==> src/rtl/accel_ctrl_pkg.sv <==
// Shared types and constants for the program sequencer.
package accel_ctrl_pkg;

  localparam int unsigned DrainCyclesDefault = 3;

  typedef enum logic [2:0] {
    StIdle,
    StBoot,
    StRun,
    StDrain,
    StDone
  } seq_state_e;

endpackage

==> src/rtl/hw_loop_unit.sv <==
// Zero-overhead hardware loop: redirects fetch from loop_end back to loop_start
// a configured number of times. Only instantiated when HW_LOOP_EN is defined.
module hw_loop_unit
  import accel_ctrl_pkg::*;
#(
  parameter int unsigned ADDR_WIDTH = 8
) (
  input  logic                  clk,
  input  logic                  rst_n,
  input  logic                  load,
  input  logic [ADDR_WIDTH-1:0] cfg_start,
  input  logic [ADDR_WIDTH-1:0] cfg_end,
  input  logic [7:0]            cfg_iters,
  input  logic                  active,
  input  logic [ADDR_WIDTH-1:0] pc,
  output logic                  take,
  output logic [ADDR_WIDTH-1:0] target
);

  logic [ADDR_WIDTH-1:0] start_q;
  logic [ADDR_WIDTH-1:0] end_q;
  logic [7:0]            remaining_q;

  assign take   = active && (pc == end_q) && (remaining_q != 8'd0);
  assign target = start_q;

  always_ff @(posedge clk or negedge rst_n) begin
    if (!rst_n) begin
      start_q     <= '0;
      end_q       <= '0;
      remaining_q <= 8'd0;
    end else if (load) begin
      start_q     <= cfg_start;
      end_q       <= cfg_end;
      remaining_q <= cfg_iters;
    end else if (take) begin
      remaining_q <= remaining_q - 8'd1;
    end
  end

endmodule

==> src/rtl/program_sequencer.sv <==
// Program sequencer: boots fetch at entry_pc, steers redirects while running,
// drains the pipeline after halt. Define HW_LOOP_EN to add the hardware loop.
module program_sequencer
  import accel_ctrl_pkg::*;
#(
  parameter int unsigned ADDR_WIDTH   = 8,
  parameter int unsigned DRAIN_CYCLES = DrainCyclesDefault
) (
  input  logic                  clk,
  input  logic                  rst_n,
  input  logic                  start,
  input  logic [ADDR_WIDTH-1:0] entry_pc,
  input  logic                  abort,
  input  logic                  stall_req,
  input  logic                  halt,
  input  logic                  jr_req,
  input  logic [ADDR_WIDTH-1:0] jr_target,
  input  logic [ADDR_WIDTH-1:0] pc,
  input  logic [ADDR_WIDTH-1:0] loop_start,
  input  logic [ADDR_WIDTH-1:0] loop_end,
  input  logic [7:0]            loop_iters,
  output logic                  fetch_en,
  output logic                  jump_reg,
  output logic [ADDR_WIDTH-1:0] jr_pc,
  output logic                  busy,
  output logic                  done,
  output logic [31:0]           cycle_count
);

  localparam logic [3:0] DrainLast = 4'(DRAIN_CYCLES - 1);

  seq_state_e            state_q, state_d;
  logic [ADDR_WIDTH-1:0] entry_q;
  logic [3:0]            drain_q;
  logic [31:0]           cycle_count_q;
  logic                  start_ok;
  logic                  loop_active;
  logic                  loop_take;
  logic [ADDR_WIDTH-1:0] loop_target;

  assign start_ok    = (state_q == StIdle) && start && !abort;
  // The loop may only fire on a fetching RUN cycle that no jr_req pre-empts.
  assign loop_active = (state_q == StRun) && !abort && !stall_req && !jr_req;

`ifdef HW_LOOP_EN
  hw_loop_unit #(
    .ADDR_WIDTH(ADDR_WIDTH)
  ) u_hw_loop (
    .clk      (clk),
    .rst_n    (rst_n),
    .load     (start_ok),
    .cfg_start(loop_start),
    .cfg_end  (loop_end),
    .cfg_iters(loop_iters),
    .active   (loop_active),
    .pc       (pc),
    .take     (loop_take),
    .target   (loop_target)
  );
`else
  logic unused_loop;
  assign unused_loop = ^{loop_start, loop_end, loop_iters, pc, loop_active};
  assign loop_take   = 1'b0;
  assign loop_target = '0;
`endif

  always_comb begin
    state_d  = state_q;
    fetch_en = 1'b0;
    jump_reg = 1'b0;
    jr_pc    = '0;
    unique case (state_q)
      StIdle: begin
        if (start_ok) state_d = StBoot;
      end
      StBoot: begin
        if (abort) begin
          state_d = StIdle;
        end else begin
          fetch_en = 1'b1;
          jump_reg = 1'b1;
          jr_pc    = entry_q;
          state_d  = StRun;
        end
      end
      StRun: begin
        if (abort) begin
          state_d = StIdle;
        end else begin
          fetch_en = !stall_req;
          if (!stall_req) begin
            if (jr_req) begin
              jump_reg = 1'b1;
              jr_pc    = jr_target;
            end else if (loop_take) begin
              jump_reg = 1'b1;
              jr_pc    = loop_target;
            end
            if (halt) state_d = StDrain;
          end
        end
      end
      StDrain: begin
        if (abort) begin
          state_d = StIdle;
        end else begin
          fetch_en = 1'b1;
          if (drain_q == 4'd0) state_d = StDone;
        end
      end
      StDone: begin
        state_d = StIdle;
      end
      default: begin
        state_d = StIdle;
      end
    endcase
  end

  assign busy        = (state_q == StBoot) || (state_q == StRun) || (state_q == StDrain);
  assign done        = (state_q == StDone);
  assign cycle_count = cycle_count_q;

  always_ff @(posedge clk or negedge rst_n) begin
    if (!rst_n) begin
      state_q <= StIdle;
      entry_q <= '0;
      drain_q <= 4'd0;
    end else begin
      state_q <= state_d;
      if (start_ok) entry_q <= entry_pc;
      if ((state_q == StRun) && (state_d == StDrain)) begin
        drain_q <= DrainLast;
      end else if ((state_q == StDrain) && (drain_q != 4'd0)) begin
        drain_q <= drain_q - 4'd1;
      end
    end
  end

  always_ff @(posedge clk or negedge rst_n) begin
    if (!rst_n) begin
      cycle_count_q <= 32'd0;
    end else if (start_ok) begin
      cycle_count_q <= 32'd0;
    end else if ((state_q == StRun || state_q == StDrain) && (cycle_count_q != 32'hFFFF_FFFF)) begin
      cycle_count_q <= cycle_count_q + 32'd1;
    end
  end

endmodule

==> config.mk <==
export PLATFORM = sky130hd
export DESIGN_NAME = program_sequencer
export DESIGN_NICKNAME = d
export VERILOG_FILES = /design/src/rtl/accel_ctrl_pkg.sv /design/src/rtl/hw_loop_unit.sv /design/src/rtl/program_sequencer.sv
export SDC_FILE = /design/constraint.sdc
export NUM_CORES = 1
export LEC_CHECK = 0
export BUFFER_PORTS_ARGS = -buffer_cell sky130_fd_sc_hd__buf_2
export CAP_MARGIN = 30
export CORE_MARGIN = 3
export CORE_UTILIZATION = 49
export DETAILED_ROUTE_END_ITERATION = 10
export PLACE_DENSITY = 0.8
export SLEW_MARGIN = 15
export SYNTH_ARGS = -nofsm -noshare
export SYNTH_HDL_FRONTEND = slang
export SYNTH_SLANG_ARGS = --single-unit
==> constraint.sdc <==
create_clock -name clk -period 2.6 [get_ports clk]
set_input_delay 0.26 -clock clk [delete_from_list [all_inputs] [get_ports clk]]
set_output_delay 0.26 -clock clk [all_outputs]
set_load 0.005 [all_outputs]
# Word level (Yosys, flattened, before mapping)
# Index checks and enable logic that the tools add are counted.
# W data, S select, Z words.
dict set report totals {
  regBits 47
  in_bits 55
  out_inout_bits 44
  wordCells 52
}
dict set report op_classes {
  add_sub_neg 2
  eq_ne 6
  mux 24
  n_reduce_logical 16
}
# operator count
set ops {}
lappend ops {{$mux W32} 2}
lappend ops {{$add A32 B1 Y32 const B} 1}
lappend ops {{$mux W8} 4}
lappend ops {{$ne A32 B32 Y1 const B} 1}
lappend ops {{$mux W3} 6}
lappend ops {{$pmux W8 S2} 1}
lappend ops {{$pmux W3 S4} 1}
lappend ops {{$eq A3 B2 Y1 const B} 3}
lappend ops {{$mux W4} 2}
lappend ops {{$logic_and A1 B1 Y1} 5}
lappend ops {{$mux W1} 5}
lappend ops {{$logic_not A4 Y1} 1}
lappend ops {{$pmux W1 S2} 2}
lappend ops {{$reduce_bool A2 Y1} 2}
lappend ops {{$reduce_bool A4 Y1} 1}
lappend ops {{$sub A4 B1 Y4 const B} 1}
lappend ops {{$eq A3 B1 Y1 const B} 1}
lappend ops {{$eq A3 B3 Y1 const B} 1}
lappend ops {{$logic_not A3 Y1} 1}
lappend ops {{$logic_or A1 B1 Y1} 3}
lappend ops {{$logic_not A1 Y1} 2}
lappend ops {{$mux W2} 1}
lappend ops {{$reduce_or A2 Y1} 1}

# Longest topological paths before layout
# Gate-level depths: netlist of run 1.
dict set report logic_depth {
  ltp_word 8
  depth_mapped 7
  depth_no_buf 7
}

# Worst setup path before layout of run 1
# OpenSTA, ideal clock, no wires.
dict set report synth_path {
  path_kind {register to register}
  start {reg cycle_count_q[0], in the netlist cycle_count[0]}
  end {reg cycle_count_q[30], in the netlist cycle_count[30]}
  setup_time_ns 0.078
  t_arrival_ns 2.191
  required_time_ns 2.522
  setup_slack_ns 0.331
  path_stages_with_launch 7
  n_path_buf 0
  synth_period_minus_slack_ns 2.269
  path_cell_list {dfrtp_1 > ha_1 > inv_1 > or4_4 > or4_4 > or3_1 > a21oi_1}
}
dict set report synth_between {
  elab_chain_cells 3
  word_cells_on_any_way 6
  cone_classes {1 x add/sub; 1 x eq/ne; 2 x mux; 2 x reduce/logical}
}
# element line
set synth_rtl {}
lappend synth_rtl {{start: declaration} program_sequencer.sv:35} ;# logic [31:0] cycle_count_q;
lappend synth_rtl {{start signal: assignment} program_sequencer.sv:146} ;# cycle_count_q <= cycle_count_q + 32'd1;
lappend synth_rtl {{$add A32 B1 Y32 / $ne A32 B32 Y1 (equally long branches)} {program_sequencer.sv:146, program_sequencer.sv:145}}
lappend synth_rtl {{$mux W32 / $logic_and A1 B1 Y1 (equally long branches)} program_sequencer.sv:145} ;# end else if ((state_q == StRun || state_q == StDrain) && (cycle_count_q != 32'hFFFF_FFFF)) begin
lappend synth_rtl {{$mux W32 / $reduce_bool A2 Y1 (equally long branches)} n/a}
# Several ways; a longest one is shown, not always the timed one. The select of a mux whose other input is x is not followed.
# A chain may end at the register's enable or synchronous reset.

# Worst setup path after layout of run 1
# Same ends and word-level chain as after synthesis.

==> flow_metrics.env, run 1 <==
export IMPL_clk_pin_slew_ps=80
export IMPL_grt_overflow=0
export IMPL_cts_tree="yes"
export IMPL_fin_ws_ps=206
export IMPL_drv_cap=0
export IMPL_yosysSeqAreaShare=0.443
export IMPL_remaining_drc_errors=0
export IMPL_async_flop_share=1.00
export IMPL_root_buffer="clkbuf_8"
export IMPL_total_power_uw=1670
export IMPL_die_area_mm2=0.00633
export IMPL_grtUsageTotal=0.216
export IMPL_outcome="completed"
export IMPL_crit_slowest_cell="or4_4"
export IMPL_finalSetupTns_ps=0
export IMPL_routed_wl_um=6500
export IMPL_cts_setup_buffers=0
export IMPL_insertion_delay_ps=300
export IMPL_synthFlopType="dfrtp_1"
export IMPL_synth_seq_cells=47
export IMPL_synth_area_mm2=0.00265
export IMPL_grt_max_degree=48
export IMPL_synth_fa_ha_area_frac=0.00943
export IMPL_synth_compound_area_frac=0.140
export IMPL_vias=2554
export IMPL_synth_edf_count=0
export IMPL_area_growth_pct=20.6
export IMPL_crit_path_max_fanout=6
export IMPL_tightestPinTransition_ps=704
export IMPL_max_freq_mhz=418
export IMPL_synth_mux_area_fraction=0.0226
export IMPL_grt_pass1_vias=2324
export IMPL_gp_congestion=0.792
export IMPL_worstPathArrival_ps=2620
export IMPL_wl_per_cell_um=14.7
export IMPL_critPathMaxStageDelay_ps=570
export IMPL_final_nets=428
export IMPL_rsz0062_at_grt="false"
export IMPL_path_cells="ha_1 > inv_1 > or4_4 > or4_4 > or3_1 > a21oi_1"
export IMPL_avgSynthCellArea_um2=8.79
export IMPL_cts_max_level=2
export IMPL_placed_cells_incl_taps=434
export IMPL_vias_per_cell=5.79
export IMPL_ios=99
export IMPL_drive_gt1_frac=0.253
export IMPL_cp_start_kind="register"
export IMPL_synth_xor_area_share=0.0264
export IMPL_worst_ep_required_time_ps=2830
export IMPL_peakVddDrop_mv=0.209
export IMPL_cts_buffers=5
export IMPL_finalCritPeriodShare=0.921
export IMPL_hpwl_um=4770
export IMPL_diodes=0
export IMPL_p_per_area_mw_per_mm2=523
export IMPL_yosys_warnings=0
export IMPL_io_buffer_count=66
export IMPL_finalClockSkew_ps=4.63
export IMPL_ctsResizeCount=0
export IMPL_die_h_um=79.6
export IMPL_fp_row_count=26
export IMPL_synth_cells=302
export IMPL_drt_pass1_iterations=4
export IMPL_syn_nets=359
export IMPL_hold_buffers=0
export IMPL_hold_viol_final=0
export IMPL_crit_path_frequent_cell="or4_4"
export IMPL_clock_path_buffers=2
export IMPL_cts_sinks=47
export IMPL_ant_nets=0
export IMPL_final_cells=441
export IMPL_ys_types=42
export IMPL_core_area_mm2=0.00517
export IMPL_whs_ps=39.1
export IMPL_start_util=0.513
export IMPL_hp_class="in -> async"
export IMPL_antenna_found_initial=0
export IMPL_drv_slew=0
export IMPL_drt_iter0_markers=154
export IMPL_end_kind="register"
export IMPL_setup_viol_count_final=0
export IMPL_synth_top_family_by_area="simple AND/OR/NAND/NOR gates"
export IMPL_grt_first_pass_wirelength_um=11000
export IMPL_yosys_area_share_simple=0.324
export IMPL_p_leak_uw=0.00157
export IMPL_die_w_um=79.6
export IMPL_crit_type="reg -> reg"
export IMPL_pre_cts_ws_ps=258
export IMPL_period_needed_ps=2390
export IMPL_max_slew_margin=0.531
[per-layer routing]
layer | wire length (um) | share of wire | global-route usage
met1 | 2890 | 0.45 | 0.302
met2 | 2950 | 0.45 | 0.345
met3 | 575 | 0.089 | 0.0395
met4 | 78 | 0.012 | 0.0567
met5 | 0 | 0 | 0
[cell usage after synthesis, drive strengths merged, types with 8 or more instances]
cell type | instances | area (um^2)
a21oi | 12 | 60.1
a22o | 8 | 70.1
and3 | 9 | 56.3
and4 | 8 | 70.1
clkbuf | 12 | 45.0
dfrtp | 47 | 1180
inv | 9 | 33.8
nand2 | 50 | 188
nand3 | 12 | 60.1
nand4 | 17 | 119
nor2 | 18 | 67.6
nor3 | 8 | 40.0
o21ai | 13 | 65.1
or3 | 9 | 56.3
xnor2 | 8 | 70.1
[layout by cell type (no fill, tap or decap), types with 2 or more instances in the layout]
cell	n
nor3_1	8
nor4_1	5
inv_1	9
ha_1	2
buf_4	11
mux2i_1	6
nand4_1	15
buf_2	66
nand4_2	2
xnor2_1	8
nand3_1	12
and4_1	8
a211oi_1	3
or2_2	2
a21oi_1	12
dfrtp_1	47
o211ai_1	5
clkbuf_8	5
a31oi_1	4
nor2_1	18
o21a_1	2
a31o_2	3
o31ai_1	3
or4_4	2
or3_1	9
and3_1	9
nand2_1	50
o21ai_0	13
and2_1	6
a22o_1	8
nand2b_1	5
[area by class of cell]
type / count / area [um^2]
Multi-Input combinational cell: 231 / 1390
Clock buffer: 6 / 72.6
Fill cell: 449 / 1970
Timing Repair Buffer: 77 / 413
Inverter: 9 / 33.8
Sequential cell: 47 / 1180
Clock inverter: 1 / 30.0
Tap cell: 70 / 87.6
[cells by family (layout without fill, tap and decap cells)]
kind of cell,count (synthesis),in the layout
xor gates and xnor gates,8,8
AOI/OAI and AO/OA,56,56
DFF,47,47
and+or+nand+nor,159,159
muxes,6,6
adders and majority gates,2,2
buffers and inverters,24,93
[stage by stage]
| step | instance area, um^2 | util |
|---|---|---|
| after floorplan | 2650 | - |
| after global placement | 3100 | 0.599 |
| after detailed placement | 3100 | 0.599 |
| after CTS | 3200 | 0.619 |
| after global routing | 3200 | 0.619 |
| final | 3200 | 0.619 |
[registers in the layout, indices dropped and copies added (netlist names)]
| signal | cells |
|---|---|
| cycle_count | 32 |
| state_q | 3 |
| entry_q | 8 |
| drain_q | 4 |
[critical path: cells and delay by family, from the launching register on]
| family | cells | cell delay, ps |
|---|---|---|
| compound gates | 1 | 150 |
| simple gates | 3 | 1440 |
| fa+ha+maj | 1 | 230 |
| buf+inv | 1 | 80 |
| flops | 1 | 420 |
[path summary, 6_finish.rpt]
kind,depth (start not counted),startpoint,to,slack (ps)
worst max-delay path,6,cycle_count[0],cycle_count[30],210
worst min-delay path,2,rst_n,entry_q[2],40
worst max register to register,6,cycle_count[0],cycle_count[30],210
worst min register to register,2,entry_q[7],entry_q[7],480
max in group asynchronous,2,rst_n,cycle_count[9],2160
min in group clk,3,entry_pc[5],entry_q[5],150
[power by group]
part           internal, uW  switching [uW]
clock                   282             234
sequential              810            68.5
combinational           123             156
total                  1210             459
Power figures use the tool's default switching activity.
==> run 2, diff against run 1 <==
--- a/config.mk
+++ b/config.mk
@@ -5,12 +5,15 @@
 export SDC_FILE = /design/constraint.sdc
 export NUM_CORES = 1
 export LEC_CHECK = 0
+export ABC_AREA = 1
 export BUFFER_PORTS_ARGS = -buffer_cell sky130_fd_sc_hd__buf_2
 export CAP_MARGIN = 30
 export CORE_MARGIN = 3
-export CORE_UTILIZATION = 49
+export CORE_UTILIZATION = 51
+export CTS_CLUSTER_DIAMETER = 30
 export DETAILED_ROUTE_END_ITERATION = 10
 export PLACE_DENSITY = 0.8
+export REMOVE_ABC_BUFFERS = 1
 export SLEW_MARGIN = 15
 export SYNTH_ARGS = -nofsm -noshare
 export SYNTH_HDL_FRONTEND = slang
==> flow_metrics.env, run 2 <==
export IMPL_p_leak_uw=0.00192
export IMPL_yosys_warnings=0
export IMPL_worstHoldStart="entry_pc[0]"
export IMPL_max_freq_mhz=492
export IMPL_die_h_um=82.8
export IMPL_cts_sinks=47
export IMPL_drt_met1_wl_um=3490
export IMPL_crit_path_max_fanout=9
export IMPL_max_slew_margin=0.639
export IMPL_yosysMostFrequentCell="nand2_1"
export IMPL_synthTopCellsByArea="dfrtp_1 (39%), nand2_1 (23%), nor2_1 (9.0%)"
export IMPL_critPathMaxStageDelay_ps=420
export IMPL_routed_wl_um=7780
export IMPL_fp_row_count=27
export IMPL_synth_fa_ha_area_frac=0.00831
export IMPL_synth_area_mm2=0.00301
export IMPL_drt_iter0_markers=261
export IMPL_area_growth_pct=18.0
export IMPL_grt_max_degree=30
export IMPL_finalSetupTns_ps=0
export IMPL_r2r_start="cycle_count[0]"
export IMPL_synth_top_cell_area_share=0.391
export IMPL_path_cells="nor2_1 > buf_4 > nand2_1 > inv_1 > nand4_1 > o21ai_0 > buf_2"
export IMPL_ant_nets=0
export IMPL_crit_slowest_cell="dfrtp_1"
export IMPL_routed_wl_met3_um=357
export IMPL_outcome="completed"
export IMPL_rsz0062_at_grt="false"
export IMPL_root_buffer="clkbuf_8"
export IMPL_synth_seq_cells=47
export IMPL_yosys_top_cells_count="nand2_1 (186), nor2_1 (72), dfrtp_1 (47), inv_1 (47), nand3_1 (35)"
export IMPL_die_w_um=82.8
export IMPL_grt_pass1_vias=2996
export IMPL_synth_top_family_by_area="simple AND/OR/NAND/NOR gates"
export IMPL_synth_mux_area_fraction=0
export IMPL_p_per_area_mw_per_mm2=601
export IMPL_antenna_found_initial=0
export IMPL_yosys_area_share_simple=0.454
export IMPL_hold_viol_final=0
export IMPL_multiInputGateArea_mm2=0.00160
export IMPL_crit_type="reg -> out"
export IMPL_clock_path_buffers=2
export IMPL_remaining_drc_errors=0
export IMPL_core_area_mm2=0.00561
export IMPL_total_power_uw=2130
export IMPL_topRoutingLayerUsed="met4"
export IMPL_dr_wl_met2_um=3820
export IMPL_regArea_mm2=0.00118
export IMPL_synthFlopType="dfrtp_1"
export IMPL_clk_pin_slew_ps=90
export IMPL_gp_congestion=0.905
export IMPL_vias_per_cell=5.17
export IMPL_start_util=0.537
export IMPL_diodes=0
export IMPL_startpoint="state_q[2]"
export IMPL_synth_edf_count=0
export IMPL_cts_tree="yes"
export IMPL_cp_start_kind="register"
export IMPL_path_delay_family="simple AND/OR/NAND/NOR gates"
export IMPL_final_nets=588
export IMPL_synth_xor_area_share=0.0378
export IMPL_worst_ep_required_time_ps=2340
export IMPL_setup_viol_count_final=0
export IMPL_drv_cap=0
export IMPL_end_kind="primary output"
export IMPL_die_area_mm2=0.00686
export IMPL_grt_first_pass_wirelength_um=13600
export IMPL_peakVddDrop_mv=0.449
export IMPL_io_buffer_count=66
export IMPL_insertion_delay_ps=310
export IMPL_drive_gt1_frac=0.173
export IMPL_drv_slew=0
export IMPL_fillers=552
export IMPL_avgSynthCellArea_um2=6.53
export IMPL_hp_class="in -> reg"
export IMPL_cts_buffers=5
export IMPL_synth_top_cell_by_area="dfrtp_1"
export IMPL_final_cell_mix="nand2_1 (186), nor2_1 (72), buf_2 (66)"
export IMPL_drt_pass1_iterations=4
export IMPL_grt_overflow=0
export IMPL_synth_compound_area_frac=0.0303
export IMPL_period_needed_ps=2030
export IMPL_tightestPinTransition_ps=540
export IMPL_finalClockSkew_ps=3.30
export IMPL_cp_buffers_inverters=3
export IMPL_largest_register_ff_count=32
export IMPL_ios=99
export IMPL_wl_per_cell_um=12.9
export IMPL_mostFrequentLayoutCell="nand2_1"
export IMPL_vias=3125
export IMPL_async_flop_share=1.00
export IMPL_finalCritPeriodShare=0.782
export IMPL_ys_types=25
export IMPL_hpwl_um=5880
export IMPL_cts_max_level=2
export IMPL_yosysSeqAreaShare=0.391
export IMPL_synth_cells=461
export IMPL_grtUsageTotal=0.234
export IMPL_worstPathArrival_ps=1770
## run 2: layout make-up
class | count | area share
multi-input cells | 357 | 0.450
flip-flops and latches | 47 | 0.331
repair buffers | 71 | 0.108
inverters | 49 | 0.0532
well taps | 72 | 0.0254
clock buffers | 6 | 0.0232
clock inverters | 2 | 0.00986
## run 2: stage by stage
| stage | util | hold WS [ps] | cell area, um^2 | setup WS (ps) | std cells |
|---|---|---|---|---|---|
| 2_1_floorplan | - | -35.6 | 2960 | 482 | 453 |
| 3_3_place_gp | 0.607 | 458 | 3410 | 745 | 594 |
| 3_5_place_dp | 0.611 | 239 | 3430 | 647 | 595 |
| 4_1_cts | 0.634 | 128 | 3550 | 575 | 604 |
| 5_1_grt | 0.634 | 127 | 3550 | 354 | 604 |
| 6_report | 0.634 | 135 | 3550 | 566 | 604 |
## run 2: metal layers
metal,track usage,vias to the layer above
met2,0.403,75
met4,0.0639,0
li1,-,1576
met1,0.304,1464
met5,0,-
met3,0.0397,10
## run 2: kinds of logic (layout without fill, tap and decap cells)
family / Yosys count / count (layout)
AND/OR/NAND/NOR: 325 / 325
buffers and inverters: 57 / 128
flip-flops: 47 / 47
AO/OA/AOI/OAI: 17 / 17
XOR/XNOR: 13 / 13
adder cells (fa/ha/maj): 2 / 2
## run 2: final timing paths
check / end / slack [ps] / cells past startpoint
setup / recovery: jr_pc[1] / 570 / 7
hold / removal: entry_q[0] / 140 / 3
setup reg to reg: cycle_count[25] / 620 / 11
hold reg to reg: entry_q[1] / 490 / 2
max in group asynchronous: cycle_count[7] / 1670 / 3
min in group asynchronous: cycle_count[28] / 420 / 2
## run 2: timing repair
action / CTS / global route
hold buffers: 1 / 0
setup buffers: 0 / 0
gates resized for setup: 0 / 0
endpoints found under the hold margin: 18 / 0
## run 2: report_power, final
| part | switching [uW] | internal, uW |
|---|---|---|
| Sequential | 131 | 864 |
| Combinational | 345 | 221 |
| Clock | 263 | 311 |
| Total | 739 | 1400 |
## run 2: worst reg2reg max path, delay by kind of cell (launching register included)
kind	cells	cell delay [ps]
simple gates	8	930
flops	1	440
buf+inv	2	310
fa+ha+maj	1	250
==> run 3, diff against run 2 <==
==> constraint.sdc (replaced) <==
create_clock -name clk -period 2 [get_ports clk]
set_input_delay 0.2 -clock clk [delete_from_list [all_inputs] [get_ports clk]]
set_output_delay 0.2 -clock clk [all_outputs]
set_load 0.005 [all_outputs]
==> flow_metrics.env, run 3 (same netlist as run 2, synthesis figures left out) <==
export IMPL_outcome="completed"
export IMPL_start_util=0.537
export IMPL_root_buffer="clkbuf_8"
export IMPL_diodes=0
export IMPL_p_leak_uw=0.00194
export IMPL_pwr_share_seq=0.479
export IMPL_cts_sinks=47
export IMPL_hpwl_um=5860
export IMPL_die_area_mm2=0.00686
export IMPL_cts_buffers=5
export IMPL_drive_gt1_frac=0.180
export IMPL_p_int_uw=1780
export IMPL_cts_setup_buffers=0
export IMPL_cts_max_level=2
export IMPL_crit_path_max_fanout=28
export IMPL_drv_slew=0
export IMPL_worstPathArrival_ps=2070
export IMPL_drv_cap=0
export IMPL_utilization=0.639
export IMPL_die_h_um=82.8
export IMPL_drt_iter0_markers=258
export IMPL_period_needed_ps=1830
export IMPL_cp_start_kind="register"
export IMPL_finalCritPeriodShare=0.915
export IMPL_fillers=535
export IMPL_worstHoldPathCells=3
export IMPL_fp_row_count=27
export IMPL_mostFrequentLayoutCell="nand2_1"
export IMPL_insertion_delay_ps=300
export IMPL_die_w_um=82.8
export IMPL_r2r_start="cycle_count[0]"
export IMPL_antenna_found_initial=0
export IMPL_power_frac_comb=0.274
export IMPL_ant_nets=0
export IMPL_grt_overflow=0
export IMPL_power_switching_uw=915
export IMPL_core_area_mm2=0.00561
export IMPL_pwr_share_clk=0.247
export IMPL_whs_endpoint="entry_q[3]"
export IMPL_vias=3138
export IMPL_worstHoldStart="entry_pc[3]"
export IMPL_rsz0062_at_grt="false"
export IMPL_vias_per_cell=5.14
export IMPL_grt_max_degree=29
export IMPL_wl_per_cell_um=12.4
export IMPL_grtUsageTotal=0.224
export IMPL_max_slew_margin=0.717
export IMPL_clock_path_buffers=2
export IMPL_clk_pin_slew_ps=80
export IMPL_ios=99
export IMPL_routed_wl_um=7550
export IMPL_cts_tree="yes"
export IMPL_reg2reg_depth=11
export IMPL_tightestPinTransition_ps=424
export IMPL_switching_share=0.340
export IMPL_hold_viol_final=0
export IMPL_grt_first_pass_wirelength_um=13000
export IMPL_setup_viol_count_final=0
export IMPL_end_kind="register"
export IMPL_finalClockSkew_ps=3.59
export IMPL_final_nets=595
export IMPL_io_buffer_count=66
export IMPL_fin_area_mm2=0.00358
export IMPL_peakVddDrop_mv=0.529
export IMPL_worst_ep_required_time_ps=2240
export IMPL_r2r_slack_ps=170
export IMPL_r2r_end="cycle_count[31]"
export IMPL_gp_congestion=0.879
export IMPL_largest_register_ff_count=32
export IMPL_max_freq_mhz=547
export IMPL_grt_pass1_vias=2832
export IMPL_p_per_area_mw_per_mm2=752
export IMPL_dpl_cell_area_mm2=0.00346
export IMPL_area_growth_pct=19.0
export IMPL_hp_class="in -> reg"
export IMPL_final_cell_mix="nand2_1 (186), nor2_1 (71), buf_2 (66)"
export IMPL_remaining_drc_errors=0
export IMPL_crit_type="reg -> reg"
export IMPL_drt_pass1_iterations=4
-- run 3: changes by cell type in the layout (fill, tap and decap cells not counted), sizes merged --
cell and change:
nand4 +1, buf +6, inv +1, clkinv -2
-- run 3: cell type report --
class | count | area, um^2 | area share
Clock buffer | 6 | 72.6 | 0.0203
Clock inverter | 1 | 30.0 | 0.00838
Inverter | 49 | 191 | 0.0534
Multi-Input combinational cell | 358 | 1610 | 0.448
Sequential cell | 47 | 1180 | 0.328
Tap cell | 72 | 90.1 | 0.0251
Timing Repair Buffer | 77 | 415 | 0.116
-- run 3: what timing repair did --
| action | in CTS | in global routing |
|---|---|---|
| endpoints found under the setup margin | 0 | 13 |
| hold endpoints to repair | 13 | 0 |
| gates resized for setup | 0 | 2 |
| hold buffers | 1 | 0 |
-- run 3: through the flow --
| step | power, uW | hold WS (ps) | TNS, ps | std cells | worst slack [ps] |
|---|---|---|---|---|---|
| after floorplan | 1740 | -95.6 | -2590 | 453 | -118 |
| after global placement | 2020 | 108 | 0 | 601 | 260 |
| after detailed placement | 2040 | 111 | 0 | 601 | 160 |
| after CTS | 2720 | 83.1 | 0 | 609 | 57.8 |
| after global routing | 2890 | 82.4 | 0 | 610 | 11.1 |
| final | 2700 | 88.2 | 0 | 610 | 170 |
-- run 3: metal layers --
| metal | vias up | global-route usage | routed length [um] |
|---|---|---|---|
| met5 | - | 0 | 0 |
| met4 | 0 | 0.0565 | 84 |
| met3 | 9 | 0.0347 | 319 |
| met2 | 58 | 0.369 | 3710 |
| met1 | 1479 | 0.310 | 3440 |
| li1 | 1592 | - | - |
-- run 3: worst max path at each step --
stage / start / end / slack, ps / cells after the start
2_1_floorplan: cycle_count[0] / cycle_count[10] / -120 / 8
3_3_place_gp: cycle_count[0] / cycle_count[29] / 260 / 11
3_5_place_dp: cycle_count[0] / cycle_count[31] / 160 / 11
4_1_cts: state_q[2] / jump_reg / 60 / 6
5_1_grt: state_q[1] / jr_pc[6] / 10 / 7
6_report: cycle_count[0] / cycle_count[31] / 170 / 11
-- run 3: critical path, stage by stage (launching register included) --
cell	delay (ps)
dfrtp_1	430
ha_1	240
inv_1	100
nor2_4	150
nand2_4	80
nor2_4	160
nand2_2	90
nand2_2	80
nand2_4	100
inv_8	160
nand2_1	70
nand2_1	80
-- run 3: power groups by stage --
stage	combinational (uW)	sequential [uW]	clock, uW
finish	738	1290	667
global route	846	1320	723
CTS	742	1290	688
detailed placement	733	1310	0
global placement	714	1300	0
floorplan	452	1290	0
